**src/rtl/uart_core_param.sv**
```systemverilog
// uart_core_param: parametrised UART transceiver with configurable frame
// format (data width, parity, stop bits) and a small TX FIFO. RX and TX
// run independently on the same clock.
module uart_core_param #(
   parameter int DATA_BITS     = 8,
   parameter int CLKS_PER_BIT  = 48,
   parameter int PARITY_MODE   = 0,
   parameter int STOP_BITS     = 1,
   parameter int TX_FIFO_DEPTH = 4
) (
   input  logic                 Clk,
   input  logic                 Rst,
   input  logic                 SerDataIn,
   output logic [DATA_BITS:0]   PalDataOut,
   output logic                 PalDataOutValid,
   output logic                 ParityErr,
   output logic                 FrameErr,
   input  logic [DATA_BITS-1:0] PalDataIn,
   input  logic                 PalDataInEn,
   output logic                 PalDataInPermit,
   output logic                 SerDataOut,
   output logic                 TxBusy
);

   localparam int CNT_W  = $clog2(CLKS_PER_BIT);
   localparam int BIT_W  = $clog2(DATA_BITS);
   localparam int PTR_W  = $clog2(TX_FIFO_DEPTH);
   localparam int FCNT_W = PTR_W + 1;
   localparam logic [CNT_W-1:0]  CNT_LAST  = CNT_W'(CLKS_PER_BIT - 1);
   localparam logic [CNT_W-1:0]  CNT_MID   = CNT_W'(CLKS_PER_BIT / 2 - 1);
   localparam logic [BIT_W-1:0]  BIT_LAST  = BIT_W'(DATA_BITS - 1);
   localparam logic              STOP_LAST = 1'(STOP_BITS - 1);
   localparam logic [FCNT_W-1:0] FIFO_FULL = FCNT_W'(TX_FIFO_DEPTH);
   localparam bit                HAS_PAR   = (PARITY_MODE != 0);

   typedef enum logic [2:0] {ST_IDLE, ST_START, ST_DATA, ST_PARITY, ST_STOP} state_t;

   // Parity bit that makes the data-plus-parity population odd (mode 1) or even (mode 2).
   function automatic logic parity_bit(input logic [DATA_BITS-1:0] d);
      return (PARITY_MODE == 1) ? ~(^d) : (^d);
   endfunction

   // ---------------- receiver ----------------
   logic [1:0]           rx_sync_q;
   logic                 rx_last_q;
   logic                 rx_line;
   state_t               rx_state_q, rx_state_d;
   logic [CNT_W-1:0]     rx_cnt_q, rx_cnt_d;
   logic [BIT_W-1:0]     rx_bit_q, rx_bit_d;
   logic                 rx_stop_q, rx_stop_d;
   logic [DATA_BITS-1:0] rx_shift_q, rx_shift_d;
   logic                 rx_perr_q, rx_perr_d;
   logic                 rx_ferr_q, rx_ferr_d;
   logic [DATA_BITS:0]   out_data_q, out_data_d;
   logic                 valid_q, valid_d;
   logic                 perr_out_q, perr_out_d;
   logic                 ferr_out_q, ferr_out_d;

   assign rx_line = rx_sync_q[1];

   // Two-flop synchroniser on the serial input plus a delayed copy for edge detection.
   always_ff @(posedge Clk) begin
      if (Rst) begin
         rx_sync_q <= 2'b11;
         rx_last_q <= 1'b1;
      end else begin
         rx_sync_q <= {rx_sync_q[0], SerDataIn};
         rx_last_q <= rx_line;
      end
   end

   // RX next-state: find start edge, confirm at mid-bit, then sample each bit at its centre.
   always_comb begin
      rx_state_d = rx_state_q;
      rx_cnt_d   = rx_cnt_q;
      rx_bit_d   = rx_bit_q;
      rx_stop_d  = rx_stop_q;
      rx_shift_d = rx_shift_q;
      rx_perr_d  = rx_perr_q;
      rx_ferr_d  = rx_ferr_q;
      out_data_d = out_data_q;
      valid_d    = 1'b0;
      perr_out_d = perr_out_q;
      ferr_out_d = ferr_out_q;
      case (rx_state_q)
         ST_IDLE: begin
            if (rx_last_q && !rx_line) begin
               rx_state_d = ST_START;
               rx_cnt_d   = '0;
            end
         end
         ST_START: begin
            if (rx_cnt_q == CNT_MID) begin
               rx_cnt_d = '0;
               if (!rx_line) begin
                  rx_state_d = ST_DATA;
                  rx_bit_d   = '0;
                  rx_stop_d  = 1'b0;
                  rx_perr_d  = 1'b0;
                  rx_ferr_d  = 1'b0;
               end else begin
                  rx_state_d = ST_IDLE;
               end
            end else begin
               rx_cnt_d = rx_cnt_q + CNT_W'(1);
            end
         end
         ST_DATA: begin
            if (rx_cnt_q == CNT_LAST) begin
               rx_cnt_d   = '0;
               rx_shift_d = {rx_line, rx_shift_q[DATA_BITS-1:1]};
               if (rx_bit_q == BIT_LAST) begin
                  rx_state_d = HAS_PAR ? ST_PARITY : ST_STOP;
               end else begin
                  rx_bit_d = rx_bit_q + BIT_W'(1);
               end
            end else begin
               rx_cnt_d = rx_cnt_q + CNT_W'(1);
            end
         end
         ST_PARITY: begin
            if (rx_cnt_q == CNT_LAST) begin
               rx_cnt_d   = '0;
               rx_perr_d  = (rx_line != parity_bit(rx_shift_q));
               rx_state_d = ST_STOP;
            end else begin
               rx_cnt_d = rx_cnt_q + CNT_W'(1);
            end
         end
         ST_STOP: begin
            if (rx_cnt_q == CNT_LAST) begin
               rx_cnt_d = '0;
               if (rx_stop_q == STOP_LAST) begin
                  // Going idle at mid stop bit lets a back-to-back start edge be caught.
                  rx_state_d = ST_IDLE;
                  valid_d    = 1'b1;
                  perr_out_d = rx_perr_q;
                  ferr_out_d = rx_ferr_q | !rx_line;
                  out_data_d = {rx_perr_q | rx_ferr_q | !rx_line, rx_shift_q};
               end else begin
                  rx_stop_d = rx_stop_q + 1'b1;
                  rx_ferr_d = rx_ferr_q | !rx_line;
               end
            end else begin
               rx_cnt_d = rx_cnt_q + CNT_W'(1);
            end
         end
         default: rx_state_d = ST_IDLE;
      endcase
   end

   // RX state register; the shift register is pure data and is not reset.
   always_ff @(posedge Clk) begin
      if (Rst) begin
         rx_state_q <= ST_IDLE;
         rx_cnt_q   <= '0;
         rx_bit_q   <= '0;
         rx_stop_q  <= 1'b0;
         rx_perr_q  <= 1'b0;
         rx_ferr_q  <= 1'b0;
         out_data_q <= '0;
         valid_q    <= 1'b0;
         perr_out_q <= 1'b0;
         ferr_out_q <= 1'b0;
      end else begin
         rx_state_q <= rx_state_d;
         rx_cnt_q   <= rx_cnt_d;
         rx_bit_q   <= rx_bit_d;
         rx_stop_q  <= rx_stop_d;
         rx_perr_q  <= rx_perr_d;
         rx_ferr_q  <= rx_ferr_d;
         out_data_q <= out_data_d;
         valid_q    <= valid_d;
         perr_out_q <= perr_out_d;
         ferr_out_q <= ferr_out_d;
      end
      rx_shift_q <= rx_shift_d;
   end

   assign PalDataOut      = out_data_q;
   assign PalDataOutValid = valid_q;
   assign ParityErr       = perr_out_q;
   assign FrameErr        = ferr_out_q;

   // ---------------- transmitter ----------------
   logic [DATA_BITS-1:0] fifo_mem_q [TX_FIFO_DEPTH];
   logic [PTR_W-1:0]     wr_ptr_q, wr_ptr_d;
   logic [PTR_W-1:0]     rd_ptr_q, rd_ptr_d;
   logic [FCNT_W-1:0]    fifo_cnt_q, fifo_cnt_d;
   logic                 push, pop;
   state_t               tx_state_q, tx_state_d;
   logic [CNT_W-1:0]     tx_cnt_q, tx_cnt_d;
   logic [BIT_W-1:0]     tx_bit_q, tx_bit_d;
   logic                 tx_stop_q, tx_stop_d;
   logic [DATA_BITS-1:0] tx_shift_q, tx_shift_d;
   logic                 tx_par_q, tx_par_d;
   logic                 ser_q, ser_d;

   // TX next-state and FIFO bookkeeping; a pop loads the shifter and starts a frame.
   always_comb begin
      push       = PalDataInEn && (fifo_cnt_q != FIFO_FULL);
      pop        = 1'b0;
      tx_state_d = tx_state_q;
      tx_cnt_d   = tx_cnt_q;
      tx_bit_d   = tx_bit_q;
      tx_stop_d  = tx_stop_q;
      tx_shift_d = tx_shift_q;
      tx_par_d   = tx_par_q;
      ser_d      = ser_q;
      case (tx_state_q)
         ST_IDLE: begin
            if (fifo_cnt_q != '0) begin
               pop        = 1'b1;
               tx_state_d = ST_START;
               tx_cnt_d   = '0;
               ser_d      = 1'b0;
            end
         end
         ST_START: begin
            if (tx_cnt_q == CNT_LAST) begin
               tx_cnt_d   = '0;
               tx_bit_d   = '0;
               tx_state_d = ST_DATA;
               ser_d      = tx_shift_q[0];
            end else begin
               tx_cnt_d = tx_cnt_q + CNT_W'(1);
            end
         end
         ST_DATA: begin
            if (tx_cnt_q == CNT_LAST) begin
               tx_cnt_d = '0;
               if (tx_bit_q == BIT_LAST) begin
                  tx_stop_d = 1'b0;
                  if (HAS_PAR) begin
                     tx_state_d = ST_PARITY;
                     ser_d      = tx_par_q;
                  end else begin
                     tx_state_d = ST_STOP;
                     ser_d      = 1'b1;
                  end
               end else begin
                  tx_bit_d   = tx_bit_q + BIT_W'(1);
                  tx_shift_d = tx_shift_q >> 1;
                  ser_d      = tx_shift_q[1];
               end
            end else begin
               tx_cnt_d = tx_cnt_q + CNT_W'(1);
            end
         end
         ST_PARITY: begin
            if (tx_cnt_q == CNT_LAST) begin
               tx_cnt_d   = '0;
               tx_stop_d  = 1'b0;
               tx_state_d = ST_STOP;
               ser_d      = 1'b1;
            end else begin
               tx_cnt_d = tx_cnt_q + CNT_W'(1);
            end
         end
         ST_STOP: begin
            if (tx_cnt_q == CNT_LAST) begin
               tx_cnt_d = '0;
               if (tx_stop_q == STOP_LAST) begin
                  if (fifo_cnt_q != '0) begin
                     pop        = 1'b1;
                     tx_state_d = ST_START;
                     ser_d      = 1'b0;
                  end else begin
                     tx_state_d = ST_IDLE;
                  end
               end else begin
                  tx_stop_d = tx_stop_q + 1'b1;
               end
            end else begin
               tx_cnt_d = tx_cnt_q + CNT_W'(1);
            end
         end
         default: tx_state_d = ST_IDLE;
      endcase
      if (pop) begin
         tx_shift_d = fifo_mem_q[rd_ptr_q];
         tx_par_d   = parity_bit(fifo_mem_q[rd_ptr_q]);
      end
      wr_ptr_d   = push ? wr_ptr_q + PTR_W'(1) : wr_ptr_q;
      rd_ptr_d   = pop  ? rd_ptr_q + PTR_W'(1) : rd_ptr_q;
      fifo_cnt_d = fifo_cnt_q + FCNT_W'(push) - FCNT_W'(pop);
   end

   // TX state and FIFO pointers; FIFO storage and shifter are data and are not reset.
   always_ff @(posedge Clk) begin
      if (Rst) begin
         tx_state_q <= ST_IDLE;
         tx_cnt_q   <= '0;
         tx_bit_q   <= '0;
         tx_stop_q  <= 1'b0;
         ser_q      <= 1'b1;
         wr_ptr_q   <= '0;
         rd_ptr_q   <= '0;
         fifo_cnt_q <= '0;
      end else begin
         tx_state_q <= tx_state_d;
         tx_cnt_q   <= tx_cnt_d;
         tx_bit_q   <= tx_bit_d;
         tx_stop_q  <= tx_stop_d;
         ser_q      <= ser_d;
         wr_ptr_q   <= wr_ptr_d;
         rd_ptr_q   <= rd_ptr_d;
         fifo_cnt_q <= fifo_cnt_d;
      end
      tx_shift_q <= tx_shift_d;
      tx_par_q   <= tx_par_d;
      if (push) begin
         fifo_mem_q[wr_ptr_q] <= PalDataIn;
      end
   end

   assign PalDataInPermit = (fifo_cnt_q != FIFO_FULL);
   assign SerDataOut      = ser_q;
   assign TxBusy          = (tx_state_q != ST_IDLE) || (fifo_cnt_q != '0);

endmodule

```
**config.mk**
```make
export PLATFORM = sky130hd
export DESIGN_NAME = uart_core_param
export DESIGN_NICKNAME = d
export VERILOG_FILES = /design/src/rtl/uart_core_param.sv
export SDC_FILE = /design/constraint.sdc
export NUM_CORES = 1
export LEC_CHECK = 0
export ABC_AREA = 1
export CORE_ASPECT_RATIO = 0.5
export CORE_UTILIZATION = 59
export DETAILED_ROUTE_END_ITERATION = 8
export GPL_ROUTABILITY_DRIVEN = 0
export MAX_ROUTING_LAYER = met4
export PLACE_DENSITY = 0.9
export SYNTH_ARGS = -nofsm -noshare
export SYNTH_HDL_FRONTEND = slang
export SYNTH_SLANG_ARGS = --single-unit
```
**constraint.sdc**
```tcl
create_clock -name Clk -period 3.1 [get_ports Clk]
set_clock_uncertainty 0.2 [all_clocks]
set_input_delay 0.62 -clock Clk [delete_from_list [all_inputs] [get_ports Clk]]
set_output_delay 0.62 -clock Clk [all_outputs]
set_load 0.01 [all_outputs]
```
==> results of run 1 <==
power by group:
group | switching [mW] | internal (mW) | total, mW
registers | 0.124 | 1.61 | 1.73
logic | 0.744 | 0.395 | 1.14
clock network | 0.478 | 0.787 | 1.26
cells in the final DEF, fill, tap and decap left out, types with 7 or more instances in the layout:
master,count
sky130_fd_sc_hd__nand2_1,72
sky130_fd_sc_hd__ha_1,11
sky130_fd_sc_hd__inv_1,38
sky130_fd_sc_hd__nor2_1,83
sky130_fd_sc_hd__xnor2_1,7
sky130_fd_sc_hd__a31oi_1,8
sky130_fd_sc_hd__nand3_1,15
sky130_fd_sc_hd__clkbuf_16,9
sky130_fd_sc_hd__o21ai_0,39
sky130_fd_sc_hd__edfxtp_1,48
sky130_fd_sc_hd__dfxtp_1,51
sky130_fd_sc_hd__clkdlybuf4s50_1,26
sky130_fd_sc_hd__a21oi_1,26
cell families after synthesis:
| group | count (synthesis) | synth area share (%) |
|---|---|---|
| compound gates | 82 | 10.4 |
| xor+xnor | 13 | 2.66 |
| fa+ha+maj | 12 | 3.68 |
| flops | 99 | 57.5 |
| simple gates | 198 | 20.6 |
| buf+inv | 54 | 5.14 |
per-layer routing:
metal	up-vias	track usage (%)
li1	1575	-
met1	1468	29.6
met2	73	39.7
met3	19	6.80
met4	0	12.7
met5	-	-
worst max path at each step:
stage,startpoint,end,cells past startpoint
finish,tx_cnt_q[0],fifo_cnt_q[2],11
global route,tx_cnt_q[0],fifo_cnt_q[2],11
global placement,PalDataInEn,fifo_cnt_q[2],8
CTS,tx_cnt_q[0],fifo_cnt_q[2],11
floorplan,tx_cnt_q[0],fifo_cnt_q[2],12
detailed placement,PalDataInEn,fifo_cnt_q[2],8
worst register-to-register path, cell delays in order, from the launching register on:
cell                       delay [ns]
sky130_fd_sc_hd__dfxtp_1         0.33
sky130_fd_sc_hd__ha_1            0.24
sky130_fd_sc_hd__nand3_2         0.12
sky130_fd_sc_hd__nor3_4          0.07
sky130_fd_sc_hd__o21ai_4         0.28
sky130_fd_sc_hd__clkinv_4        0.21
sky130_fd_sc_hd__nand2_2         0.13
sky130_fd_sc_hd__nand2_1         0.06
sky130_fd_sc_hd__ha_1            0.19
sky130_fd_sc_hd__fa_1            0.38
sky130_fd_sc_hd__xnor2_1         0.17
sky130_fd_sc_hd__nor2_1          0.05
state kept, by name, summed over array words and instances, names as in the netlist, named ones only:
| register | cells |
|---|---|
| rx_shift_q | 8 |
| tx_cnt_q | 6 |
| PalDataOut | 9 |
| rx_perr_q | 1 |
| tx_state_q | 3 |
| rx_state_q | 3 |
| rx_bit_q | 3 |
| PalDataOutValid | 1 |
| tx_bit_q | 3 |
| rx_last_q | 1 |
| FrameErr | 1 |
| rx_sync_q | 2 |
| fifo_mem_q | 32 |
| SerDataOut | 1 |
| fifo_cnt_q | 3 |
| rd_ptr_q | 2 |
| ParityErr | 1 |
| rx_ferr_q | 1 |
| wr_ptr_q | 2 |
| rx_cnt_q | 6 |
| tx_shift_q | 8 |
through the flow:
| stage | utilization, % | power (mW) |
|---|---|---|
| after floorplan | - | 2.61 |
| after global placement | 67.5 | 2.83 |
| after detailed placement | 67.5 | 2.88 |
| after CTS | 72.4 | 4.14 |
| after global routing | 72.4 | 4.38 |
| final | 72.4 | 4.14 |
layout make-up:
cell class                      count  share of cell area (%)
Clock buffer                        9                    4.53
Clock inverter                      7                    2.32
Inverter                           43                    3.35
Multi-Input combinational cell    305                    32.2
Sequential cell                    99                    49.6
Tap cell                           92                    2.32
Timing Repair Buffer               29                    5.69
==> results.txt, run 1 <==
- Area grow syn2layout: 16.0%
* Global-route wire length before repair: about 14,000 um
- Setup repair after global routing left no endpoint under its margin.
- After clock tree synthesis, the repair step resized 0 gates.
* Met2 WL post-DR: 3980 um
* Final total negative setup slack: 0 ns
- Yosys reg bits: 99
* Most common cell on crit path: sky130_fd_sc_hd__ha_1
- In this run the deepest clock path goes through 2 buffers.
- The floorplan step defined a die boundary enclosing 7620 sq um.
* Endpoint of the worst-slack reg-to-reg timing path: fifo_cnt_q[2]
- Summing the sequential cell areas from Yosys gives a little under three fifths of the chip area.
* End point of the most critical hold path: rx_sync_q[1]
- The finished layout holds ~580 standard cells, fillers aside.
* Area of all placed cells without fillers: approximately 5000 sq um
- Leftover overflow at the end of global routing: 0
* Via Count: 3,135
- The number of global-route vias before repair was about 3,000.
* Placement Rows: 21
* Worst hold margin: between 0.2 and 0.25 ns
- Routed signal wires occupy layers up through met4.
- In the synthesized netlist, the cells that appear most often are 83 x sky130_fd_sc_hd__nor2_1, 72 x sky130_fd_sc_hd__nand2_1, 51 x sky130_fd_sc_hd__dfxtp_1.
- The detailed router put a total of 3610 um of wire on met1.
- The number of hold-slack violations in the final timing report came to 0.
- Cell area power density: around 830 nW/um^2
* Worst slew pin tran: approximately 0.8 ns
- Cells taking the most area after synthesis: sky130_fd_sc_hd__edfxtp_1 34%, sky130_fd_sc_hd__dfxtp_1 24%, sky130_fd_sc_hd__nor2_1 7.3%, sky130_fd_sc_hd__nand2_1 6.3%, sky130_fd_sc_hd__o21ai_0 4.6%
- Average wire per standard cell: roughly 14 um
* Dominant synthesized flop cell: sky130_fd_sc_hd__dfxtp_1
- Post-synthesis area per instance: just over 9 sq um
- Net count, final: between 500 and 600
* Count of endpoints failing setup in the final report: 0
- TritonCTS clock tree: yes
* Final period utilization: slightly above 80%
- Starting utilization of the core area: a little over three fifths
* Routed wl met3: between 300 and 400 um
* Leakage power total: around 1.9 nW
- For the worst setup path, the data required time is 3.13 ns.
* Number of enable-type register cells in the synthesized netlist: 48
- After filler insertion, the fill cell instance count of the layout stands at between 400 and 500.
- Entering global routing, the biggest net connects 25 pins.
* Cts bufs inserted: 9
- Outcome: complete, no violations
- First drt pass iteration count: 4
* Cell family with the largest share of critical-path delay: adder cells
* Largest driver fanout on the critical path: 19
- Across the run, the number of max-cap violations was 0.
- DR DRC count: 0
* Area share of the leading cell type in the synthesized netlist: roughly 34%
- Detailed-route vias per instance: between 5 and 6
- Width of the chip: 122 um
- Once routing completed, OpenROAD measured the worst setup slack at 0.559 ns.
* Maximum level of the CTS H-tree: 3
- Worst rel slew slack: a little under half
- The tree is rooted in a sky130_fd_sc_hd__clkbuf_16.
- R2R Setup Slk: roughly 0.56 ns
- Share of cells above drive strength 1: ~8.5%
- Cell taking the most area after synthesis: sky130_fd_sc_hd__edfxtp_1
- Worst-case vdd ir drop: 0.514 mV
- OpenSTA, run right after detailed placement, puts the worst setup slack at approximately 0.49 ns.
- Net count of the mapped netlist: between 400 and 500
- Setup repair bufs after CTS: 0
* Number of nets still failing antenna checks after routing: 0
- Clock latency on the worst-skew pair: 0.35 ns
- The number of max-slew violations in the final report came to 0.
* Hold_buf cts: 0
- Worst Path Arrival: ~2.6 ns
* Core box area: ~7000 sq um
- Summed over all nets, the half-perimeter wirelength after detailed placement is around 5500 um.
* DRT Wirelength: 8110 um
* DR iter-0 viols: 231
- Register cell area after layout: roughly 2500 sq um
- Yosys mapped the design onto 37 distinct sky130hd cell types.
- Number of cells on the worst hold path: 1
* Worst Setup Start Kind: flop
- Multi-input gate area in the final layout: about 1600 sq um
* Clock transition time at the flip-flop clock pins of the worst setup and hold paths: around 0.070 ns
- TritonCTS sink count: 99
- In this run, placement finished with an instance count of 568.
- Measured in cells, the most critical reg-to-reg path has a length of 11.
* Die Span Y: around 62 um
- Fraction of registers with async set/reset: 0%
- Placed Area: between 4000 and 5000 sq um
* Kind of end point of the critical path: flop
* Startpoint of the most critical register-to-register path: tx_cnt_q[0]
* Shortest period the worst path allows: between 2 and 3 ns
- IO Count: 27
- Most frequent cell after synthesis: sky130_fd_sc_hd__nor2_1
* Yosys warnings: 0
- Crit path cell chain: ha_1 > nand3_2 > nor3_4 > o21ai_4 > clkinv_4 > nand2_2 > nand2_1 > ha_1 > fa_1 > xnor2_1 > nor2_1
* Area of the mapped netlist: approximately 4300 sq um
- In this run the tool buffered the top-level ports with 26 buffer cells.
- Global routing used between 20% and 30% of the available tracks.
- The worst hold path begins at rx_sync_q[0].
* Initial antenna violation count: 0
- Worst setup path category: reg -> reg
- On the worst path, the slowest cell contributes a delay of ~0.38 ns.
- WP buf/inv: 1
* Worst hold path class: reg -> reg
* Number of inserted diodes: 0
* Achievable clock frequency: 0.393 GHz
- Synthesis handed over a netlist of between 400 and 500 instances.
- For this design, the slowest cell found on the critical path is sky130_fd_sc_hd__fa_1.
(Power assumes the default switching activity.)
==> run 2, diff against run 1 <==
--- a/config.mk
+++ b/config.mk
@@ -7,11 +7,11 @@
 export LEC_CHECK = 0
 export ABC_AREA = 1
 export CORE_ASPECT_RATIO = 0.5
-export CORE_UTILIZATION = 59
+export CORE_UTILIZATION = 53
 export DETAILED_ROUTE_END_ITERATION = 8
 export GPL_ROUTABILITY_DRIVEN = 0
 export MAX_ROUTING_LAYER = met4
-export PLACE_DENSITY = 0.9
+export PLACE_DENSITY = 0.86
 export SYNTH_ARGS = -nofsm -noshare
 export SYNTH_HDL_FRONTEND = slang
 export SYNTH_SLANG_ARGS = --single-unit
==> constraint.sdc (replaced) <==
create_clock -name Clk -period 2.2 [get_ports Clk]
set_clock_uncertainty 0.2 [all_clocks]
set_input_delay 0.44 -clock Clk [delete_from_list [all_inputs] [get_ports Clk]]
set_output_delay 0.44 -clock Clk [all_outputs]
set_load 0.01 [all_outputs]
==> run 2 against run 1 <==
Against the previous run:
- sequential power increased by 42%
- utilization decreased by 5.4 points
- design area increased by 2.2%
- critical path depth decreased by 8
- clock power increased by 22%
- routed wire length decreased by 5.0%
- sequential cell count unchanged
- largest cell class unchanged
- highest routed layer unchanged
==> results.txt, run 2 (same netlist as run 1, synthesis figures left out) <==
* Max Root-Sink Buffers: 2 (unchanged)
* Cell family with the largest share of critical-path delay: buffers and inverters
- Post-route total power: 5.64 mW (+36%)
* Clock latency on the worst-skew pair: 0.35 ns (about the same)
- WP buf/inv: 1 (unchanged)
- Pre-CTS setup slack: -0.0217 ns (-0.508 ns)
* IO Count: 27 (unchanged)
- The clock share of power came to 27.3% (-3.3 points).
- Flip-flop count of the largest register after layout: 32 (unchanged)
* DRT Wirelength: 7710 um (-5.0%)
- The library cell used most frequently in the layout, excluding fill and tap cells, is sky130_fd_sc_hd__nor2_1.
* Cell area power density: 1110 nW/um^2 (+33%)
* Achievable clock frequency: 0.475 GHz
* Shortest period the worst path allows: 2.11 ns
- The number of placement rows was 22 (+4.8%).
- TritonCTS sink count: 99 (unchanged)
- The final worst-path setup slack came to 0.0935 ns (-0.465 ns).
- Top reg by flops: fifo_mem_q
- The fraction of final layout cells with drive strength greater than 1 is 12.3% (+3.8 points).
* Kind of end point of the critical path: output port
- TritonCTS clock tree: yes
* Worst rel slew slack: 78.2% (+31 points)
- The global router's overall resource usage came to 21.6% (-3.6 points).
- Switching portion of total power: 33.3% (+0.75 points)
- The share of total power in sequential cells was 43.5% (+1.6 points).
- The HPWL after detailed placement is 5420 um (-1.1%).
- The number of hold-slack violations in the final timing report came to 0 (unchanged).
- The post-detailed-route via-to-cell ratio was 4.96 (-7.7%).
- Cts bufs inserted: 9 (unchanged)
- The count of endpoints failing setup in the final report is 0 (unchanged).
- The data required time at the worst endpoint was 1.56 ns (-1.57 ns).
* DR iter-0 viols: 145 (-37%)
* Area grow syn2layout: 18.5%
- The number of antenna violations at the first check in global routing came to 0 (unchanged).
* Net switching power: 1.88 mW (+39%)
- The final cell utilization of the core was 67.0% (-5.4 points).
* Die Span Y: 65.6 um (+5.3%)
- Average wire per standard cell: 12.6 um (-9.3%)
- Die area: 8470 sq um (+11%)
- The cell-internal power came to 3.76 mW (+35%).
- Worst-case vdd ir drop: 0.539 mV (+4.9%)
* Crit path cell chain: nor2_1 > nand2_1 > clkdlybuf4s50_1
- First drt pass iteration count: 4 (unchanged)
* Core box area: 7570 sq um (+10%)
- The tightest min-delay check is of the reg -> reg type.
* Multi-input gate area in the final layout: 1640 sq um (+2.3%)
* Starting utilization of the core area: 56.6% (-5.9 points)
- STA classifies the critical path startpoint as a flop.
- Width of the chip: 129 um (+5.4%)
* Number of inserted diodes: 0 (unchanged)
- The flow ran to the end, and the final reports show no timing, DRC or antenna violations.
* Via Count: 3,033 (-3.3%)
- The accumulated negative setup slack is 0 ns (unchanged).
* Clock transition time at the flip-flop clock pins of the worst setup and hold paths: 0.07 ns (about the same)
* Register cell area after layout: 2470 sq um (+0.30%)
- The library cells used most frequently in the layout, excluding fill and tap cells, are 83 x sky130_fd_sc_hd__nor2_1, 71 x sky130_fd_sc_hd__nand2_1, 49 x sky130_fd_sc_hd__dfxtp_1.
- Maximum level of the CTS H-tree: 3 (unchanged)
* Maximum number of pins on one net before global-route repair: 25 (unchanged)
- Number of nets still failing antenna checks after routing: 0 (unchanged)
- The count of buffers from port buffering was 26 (unchanged).
* Global-route wire length before repair: 13,300 um (-5.1%)
- Max Slew Vio Count: 0 (unchanged)
- Number of global-route vias before repair: 2,961 (-2.9%)
- The count of filler cells inserted in the layout was 611 (+27%).
- Net count, final: 523 (+2.3%)
- The transition time at the pin with the least slew margin is 0.327 ns (-0.469 ns).
- The max-cap check violation count came to 0 (unchanged).
* Worst setup path category: reg -> out
* Largest driver fanout on the critical path: 4 (-15)
* Leakage power total: 1.98 nW (+1.8%)
- Power share of the combinational group: 29.2% (+1.7 points)
- The largest individual stage delay along the critical path comes from the cell sky130_fd_sc_hd__clkdlybuf4s50_1.
- Final period utilization: between 90% and 100%
- The tree is rooted in a sky130_fd_sc_hd__clkbuf_16.
* DR DRC count: 0 (unchanged)
* Leftover overflow at the end of global routing: 0 (unchanged)
* Slowest cell delay on critical path: 0.55 ns (+0.17 ns)
- The data arrival time of the worst path came to 1.47 ns (-1.11 ns).
-- run 2: cell types whose count changed in the layout (fill, tap and decap cells not counted), moves of 2 or more --
cell and delta:
sky130_fd_sc_hd__bufinv_16 -2, sky130_fd_sc_hd__dfxtp_1 -2, sky130_fd_sc_hd__clkinv_2 +2, sky130_fd_sc_hd__ha_1 -2, sky130_fd_sc_hd__clkinvlp_4 +2, sky130_fd_sc_hd__dfxtp_4 +2, sky130_fd_sc_hd__clkinv_1 -2, sky130_fd_sc_hd__buf_4 +12
-- run 2: routing by layer --
layer	up-vias	part of all wire (%)	track usage, %
li1	1591	-	-
met1	1384	46	24.5
met2	47	49	36.1
met3	11	3.6	6.51
met4	0	1.4	8.82
met5	-	0	-
-- run 2: worst paths after layout --
kind,slack (ns),depth (start not counted),from,end
setup / recovery,0.09,3,fifo_cnt_q[1],PalDataInPermit
setup reg to reg,0.11,10,tx_cnt_q[0],fifo_cnt_q[1]
hold / removal,0.21,1,rx_sync_q[0],rx_sync_q[1]
hold reg to reg,0.21,1,rx_sync_q[0],rx_sync_q[1]
-- run 2: layout make-up --
| cell class | instances | area share (%) |
|---|---|---|
| multi-input cells | 305 | 32.3 |
| clock inverters | 7 | 1.36 |
| inverters | 43 | 3.28 |
| well taps | 108 | 2.66 |
| clock buffers | 9 | 4.44 |
| flip-flops and latches | 99 | 48.7 |
| repair buffers | 41 | 7.32 |
-- run 2: stage by stage --
step / instances / hold slack [ns] / instance area, sq um
3_5_place_dp: 594 / 0.199 / 4750
3_3_place_gp: 594 / 0.199 / 4750
5_1_grt: 612 / 0.220 / 5070
6_report: 612 / 0.213 / 5070
2_1_floorplan: 458 / 0.189 / 4320
4_1_cts: 610 / 0.214 / 5050
-- run 2: timing repair --
| item | in CTS | in global routing |
|---|---|---|
| buffers inserted | 0 | 2 |
| hold buffers | 0 | 0 |
| endpoints found under the setup margin | 1 | 2 |
| resized for setup | 1 | 4 |
| pin swaps | 1 | 3 |
-- run 2: power groups by stage --
stage          combinational (mW)  sequential, mW  clock, mW
3_5_place_dp                 1.63            2.48          0
6_report                     1.65            2.45       1.54
2_1_floorplan                1.27            2.43          0
4_1_cts                      1.64            2.44       1.57
5_1_grt                      1.89            2.48       1.64
3_3_place_gp                 1.59            2.47          0
==> patch 1 (config.mk and constraints of run 1) <==
Change the parameter `PARITY_MODE` from 0 to 1.
--- a/src/rtl/uart_core_param.sv
+++ b/src/rtl/uart_core_param.sv
@@ -6,3 +6,3 @@
    parameter int CLKS_PER_BIT  = 48,
-   parameter int PARITY_MODE   = 0,
+   parameter int PARITY_MODE   = 1,
    parameter int STOP_BITS     = 1,
Behaviour: no difference found for any inputs over 10 cycles, from zero or initial values and one cycle with Rst high; that may be too few to reach the edited logic, so the function may still have changed.
==> patch 1 against run 1 <==
- combinational power increased by 18%
- sequential cell count is 1 higher
- cell area up 3.7%
- synthesized cell count is 12% higher
- setup slack lost 0.087 ns
- area after synthesis increased by 4.9%
- power rose by 2.9%
- largest power group unchanged
- critical path depth increased by 1
- fmax is 3.3% lower
- critical path type unchanged
- routed wire length up 7.7%
==> patch 1: results (changes against run 1) <==
* Fraction of the yosys area taken by sequential cells at 55.5% (was 57.5%)
* Post-Route M1 WL at 3940 um (was 3610 um)
* Critical-path top delay cell: dfxtp_1 (was fa_1)
* Vias in the first global route at 3292 (was 3049)
* Initial antenna violation count at 0 (unchanged)
* Via count at 3397 (was 3135)
* Fill cells at 517 (was 481)
* Synth Area in Adders at 3.51% (was 3.68%)
* Largest net degree at the start of global routing at 23 (was 25)
* IO Port Bufs at 26 (unchanged)
* Peak supply drop at 0.000388 V (was 0.000514 V)
* CP top delay family: adder cells (unchanged)
* Crit path DAT at 2.66 ns (was 2.58 ns)
* Met1 Use GR at 29.2% (was 29.6%)
* R2R depth at 12 (was 11)
* Ys flop type: dfxtp_1 (unchanged)
* CP max stage delay at 0.40 ns (was 0.38 ns)
* Hold WS at 0.212 ns (was 0.218 ns)
* Layout cell share with drive strength beyond 1 at 7.13% (was 8.54%)
* First-pass GRT wire length at 15000 um (was 14100 um)
* H-tree depth at 3 (unchanged)
* Final WL at 8740 um (was 8110 um)
* Status: finished clean (unchanged)
* HP Start: rx_sync_q[0]$_SDFF_PP1_ (unchanged)
* Routed wl met2 at 4330 um (was 3980 um)
* Post-CTS Setup Bufs at 0 (unchanged)
* Hold Path End: rx_sync_q[1]$_SDFF_PP1_ (unchanged)
* Lkg Pwr at 2.11 nW (was 1.95 nW)
* HPWL after DPL at 5870 um (was 5480 um)
* GRT Resource Usage Total at 25.0% (was 25.1%)
* Syn Nets at 535 (was 482)
* Mapped Cells at 511 (was 458)
* Layout Nets at 566 (was 511)
* Clock root cell: clkbuf_16 (unchanged)
* 1st-iter DRT viols at 231 (unchanged)
* Post-Place Cells at 627 (was 568)
* Met2 usage at 43.9% (was 39.7%)
* Worst slew margin at 45.9% (was 46.8%)
* Crit path max fanout at 18 (was 19)
* Max Fclk at 380 MHz (was 393 MHz)
* Synth warnings at 0 (unchanged)
* Worst R2R Setup Slack at 0.47 ns (was 0.56 ns)
* Metal3 WL at 333 um (was 314 um)
* Hold Crit Depth at 1 (unchanged)
* Grt met3 use at 4.67% (was 6.80%)
* Dominant cells by area after synthesis: edfxtp_1, dfxtp_1, nand2_1, nand3_1, inv_1 (was edfxtp_1, dfxtp_1, nor2_1, nand2_1, o21ai_0)
* DRT Pass-1 Iters at 5 (was 4)
* Maximum clock path buffer count at 2 (unchanged)
* Post-synth ARST share at 0% (unchanged)
* Setup WS pre-CTS at 0.449 ns (was 0.486 ns)
* Post-synth top cells: nand2_1, inv_1, dfxtp_1 (was nor2_1, nand2_1, dfxtp_1)
* Post-CTS resize count at 0 (unchanged)
* EDFF count, synth at 49 (was 48)
* Synth Area in Compound Gates at 10.5% (was 10.4%)
* DP Area at 4840 sq um (was 4630 sq um)
* Netlist cell types at 34 (was 37)
* Vias per cell at 5.28 (was 5.37)
* Synth Area in XOR/XNOR at 2.14% (was 2.66%)
* Clock insertion delay at the later pin of the skew report at 0.35 ns (about the same)
[patch 1: cell count changes in the layout (fill, tap and decap cells not counted), moves of 4 or more]
cell / before / now
o21ai_0: 39 / 32
nand2_1: 72 / 136
inv_1: 38 / 52
nand3_1: 15 / 40
a21oi_1: 26 / 32
o21ai_2: 1 / 9
nor2_1: 83 / 48
clkbuf_1: 0 / 4
a31oi_1: 8 / 1
[patch 1: layout make-up]
| class | count | area (sq um) | area share (%) |
|---|---|---|---|
| clock buffers | 15 | 279 | 5.42 |
| well taps | 96 | 120 | 2.33 |
| flip-flops and latches | 100 | 2490 | 48.4 |
| inverters | 54 | 203 | 3.94 |
| multi-input cells | 347 | 1740 | 33.7 |
| clock inverters | 1 | 30.0 | 0.583 |
| repair buffers | 30 | 290 | 5.64 |
[patch 1: report_power, final]
part           switching, mW  leakage, nW  total (mW)  internal [mW]
combinational          0.896         1.09        1.35          0.454
clock                  0.463        0.149        1.16          0.698
sequential             0.114        0.865        1.74           1.63
==> patch 2 (settings of run 1) <==
Without the edit above. Add an input register stage for `SerDataIn`, `PalDataIn` and `PalDataInEn`, without a reset; this delays them by one clock.
--- a/src/rtl/uart_core_param.sv
+++ b/src/rtl/uart_core_param.sv
@@ -37,2 +37,12 @@
 
+   logic SerDataIn_q;
+   logic [DATA_BITS-1:0] PalDataIn_q;
+   logic PalDataInEn_q;
+
+   always_ff @(posedge Clk) begin
+      SerDataIn_q   <= SerDataIn;
+      PalDataIn_q   <= PalDataIn;
+      PalDataInEn_q <= PalDataInEn;
+   end
+
    // Parity bit that makes the data-plus-parity population odd (mode 1) or even (mode 2).
@@ -66,3 +76,3 @@
       end else begin
-         rx_sync_q <= {rx_sync_q[0], SerDataIn};
+         rx_sync_q <= {rx_sync_q[0], SerDataIn_q};
          rx_last_q <= rx_line;
@@ -200,3 +210,3 @@
    always_comb begin
-      push       = PalDataInEn && (fifo_cnt_q != FIFO_FULL);
+      push       = PalDataInEn_q && (fifo_cnt_q != FIFO_FULL);
       pop        = 1'b0;
@@ -312,3 +322,3 @@
       if (push) begin
-         fifo_mem_q[wr_ptr_q] <= PalDataIn;
+         fifo_mem_q[wr_ptr_q] <= PalDataIn_q;
       end
Formal check against the unedited RTL: not equivalent (a bounded check fails within 4 cycles, from zero or initial values and one cycle with Rst high).
==> patch 2 against run 1 <==
- the run now ends with DRC left
- sequential cell count grew 10
- via count grew 0.54%
- routed wire length shrank 4.7%
- count of clock-buffer cells in the layout grew 4
- power shrank 2.9%
- setup slack lost 0.045 ns
- area after synthesis grew 5.0%
- hold slack lost 0.0079 ns
- critical path type is now register to primary output
- cell area grew 3.2%
==> patch 2: results (changes against run 1) <==
* Hold WS at 0.210 ns (was 0.218 ns)
* DRT Pass-1 Iters at 6 (was 4)
* Peak supply drop at 0.000436 V (was 0.000514 V)
* Fill cells at 550 (was 481)
* Fraction of the yosys area taken by sequential cells at 59.2% (was 57.5%)
* 1st-iter DRT viols at 160 (was 231)
* Final setup margin at 0.514 ns (was 0.559 ns)
* Vias in the first global route at 2930 (was 3049)
* Crit path to: TxBusy (was fifo_cnt_q[2]$_SDFF_PP0_)
* Vias per cell at 5.25 (was 5.37)
* Crit path max fanout at 7 (was 19)
* R2R depth at 11 (unchanged)
* Synth Area in XOR/XNOR at 1.36% (was 2.66%)
* Post-Place Cells at 584 (was 568)
* Crit path launch: tx_state_q[0]$_SDFFE_PP0P_ (was tx_cnt_q[0]$_SDFFE_PP0P_)
* Synth warnings at 0 (unchanged)
* Layout cell share with drive strength beyond 1 at 10.9% (was 8.54%)
* Clock insertion delay at the later pin of the skew report at 0.34 ns
* Worst-path clk slew at 0.07 ns (about the same)
* Clock root cell: clkbuf_16 (unchanged)
* Violated checks: DRC
* Netlist cell types at 39 (was 37)
* Post-Layout Cell Count at 600 (was 584)
* WL per Instance at 12.9 um (was 13.9 um)
* Post-synth top cells: nor2_1, nand2_1, dfxtp_1 (unchanged)
* Largest net degree at the start of global routing at 25 (unchanged)
* Dominant cells by area after synthesis: edfxtp_1, dfxtp_1, nor2_1, nand2_1, o21ai_0 (unchanged)
* Lkg Pwr at 2.01 nW (was 1.95 nW)
* Syn Nets at 496 (was 482)
* Crit start category: register (unchanged)
* Worst R2R Setup Slack at 0.69 ns (was 0.56 ns)
* Ys flop type: dfxtp_1 (unchanged)
* HP Start: rx_sync_q[0]$_SDFF_PP1_ (unchanged)
* Maximum clock path buffer count at 2 (unchanged)
* Final core utilization at 69.8% (was 72.4%)
* CP max stage delay at 0.48 ns (was 0.38 ns)
* Status: finished, violations left (was finished clean)
* Reg2reg end: fifo_cnt_q[1]$_SDFF_PP0_ (was fifo_cnt_q[2]$_SDFF_PP0_)
* Synth Area in Adders at 3.78% (was 3.68%)
* Crit path DAT at 1.77 ns (was 2.58 ns)
* CP top delay family: buffers and inverters (was adder cells)
* Mapped Cells at 471 (was 458)
* Synth Area in Compound Gates at 10.5% (was 10.4%)
* Worst-Margin Slew at 0.942 ns (was 0.796 ns)
* DRC violations left at 1 (was 0)
* Ant diodes at 0 (unchanged)
* First-pass GRT wire length at 13000 um (was 14100 um)
* GRT Resource Usage Total at 22.1% (was 25.1%)
* Crit Reg-Reg Startpoint: tx_cnt_q[0]$_SDFFE_PP0P_ (unchanged)
* Layout Nets at 524 (was 511)
* H-tree depth at 3 (unchanged)
* Setup WS pre-CTS at 0.736 ns (was 0.486 ns)
* Critical-path top delay cell: clkdlybuf4s50_1 (was fa_1)
* DP Area at 4840 sq um (was 4630 sq um)
* HPWL after DPL at 5150 um (was 5480 um)
[patch 2: changes by cell type in the layout (fill, tap and decap cells not counted), moves of 4 or more]
cell and delta:
dfxtp_1 +10, nand2_1 -7, nor2_2 +6, clkbuf_1 +4
inv_1 +4, nor2_1 -4
[patch 2: report_power, final]
group	internal, mW	total, mW	switching, mW
clock network	0.629	1.10	0.468
logic	0.367	1.01	0.642
registers	1.74	1.91	0.164
[patch 2: cell type report]
| cell class | count | area share, % |
|---|---|---|
| Sequential cell | 109 | 51.9 |
| Multi-Input combinational cell | 301 | 31.1 |
| Timing Repair Buffer | 29 | 5.51 |
| Clock buffer | 13 | 4.69 |
| Inverter | 49 | 3.59 |
| Tap cell | 96 | 2.34 |
| Clock inverter | 3 | 0.854 |
[patch 2: per-layer routing]
layer	share of wire (%)	up-vias	global-route usage (%)	routed length [um]
met5	0	-	-	0
met4	2.0	0	8.84	157
met3	4.1	14	6.95	319
met2	49	60	37.8	3800
met1	45	1476	24.4	3450
li1	-	1602	-	-
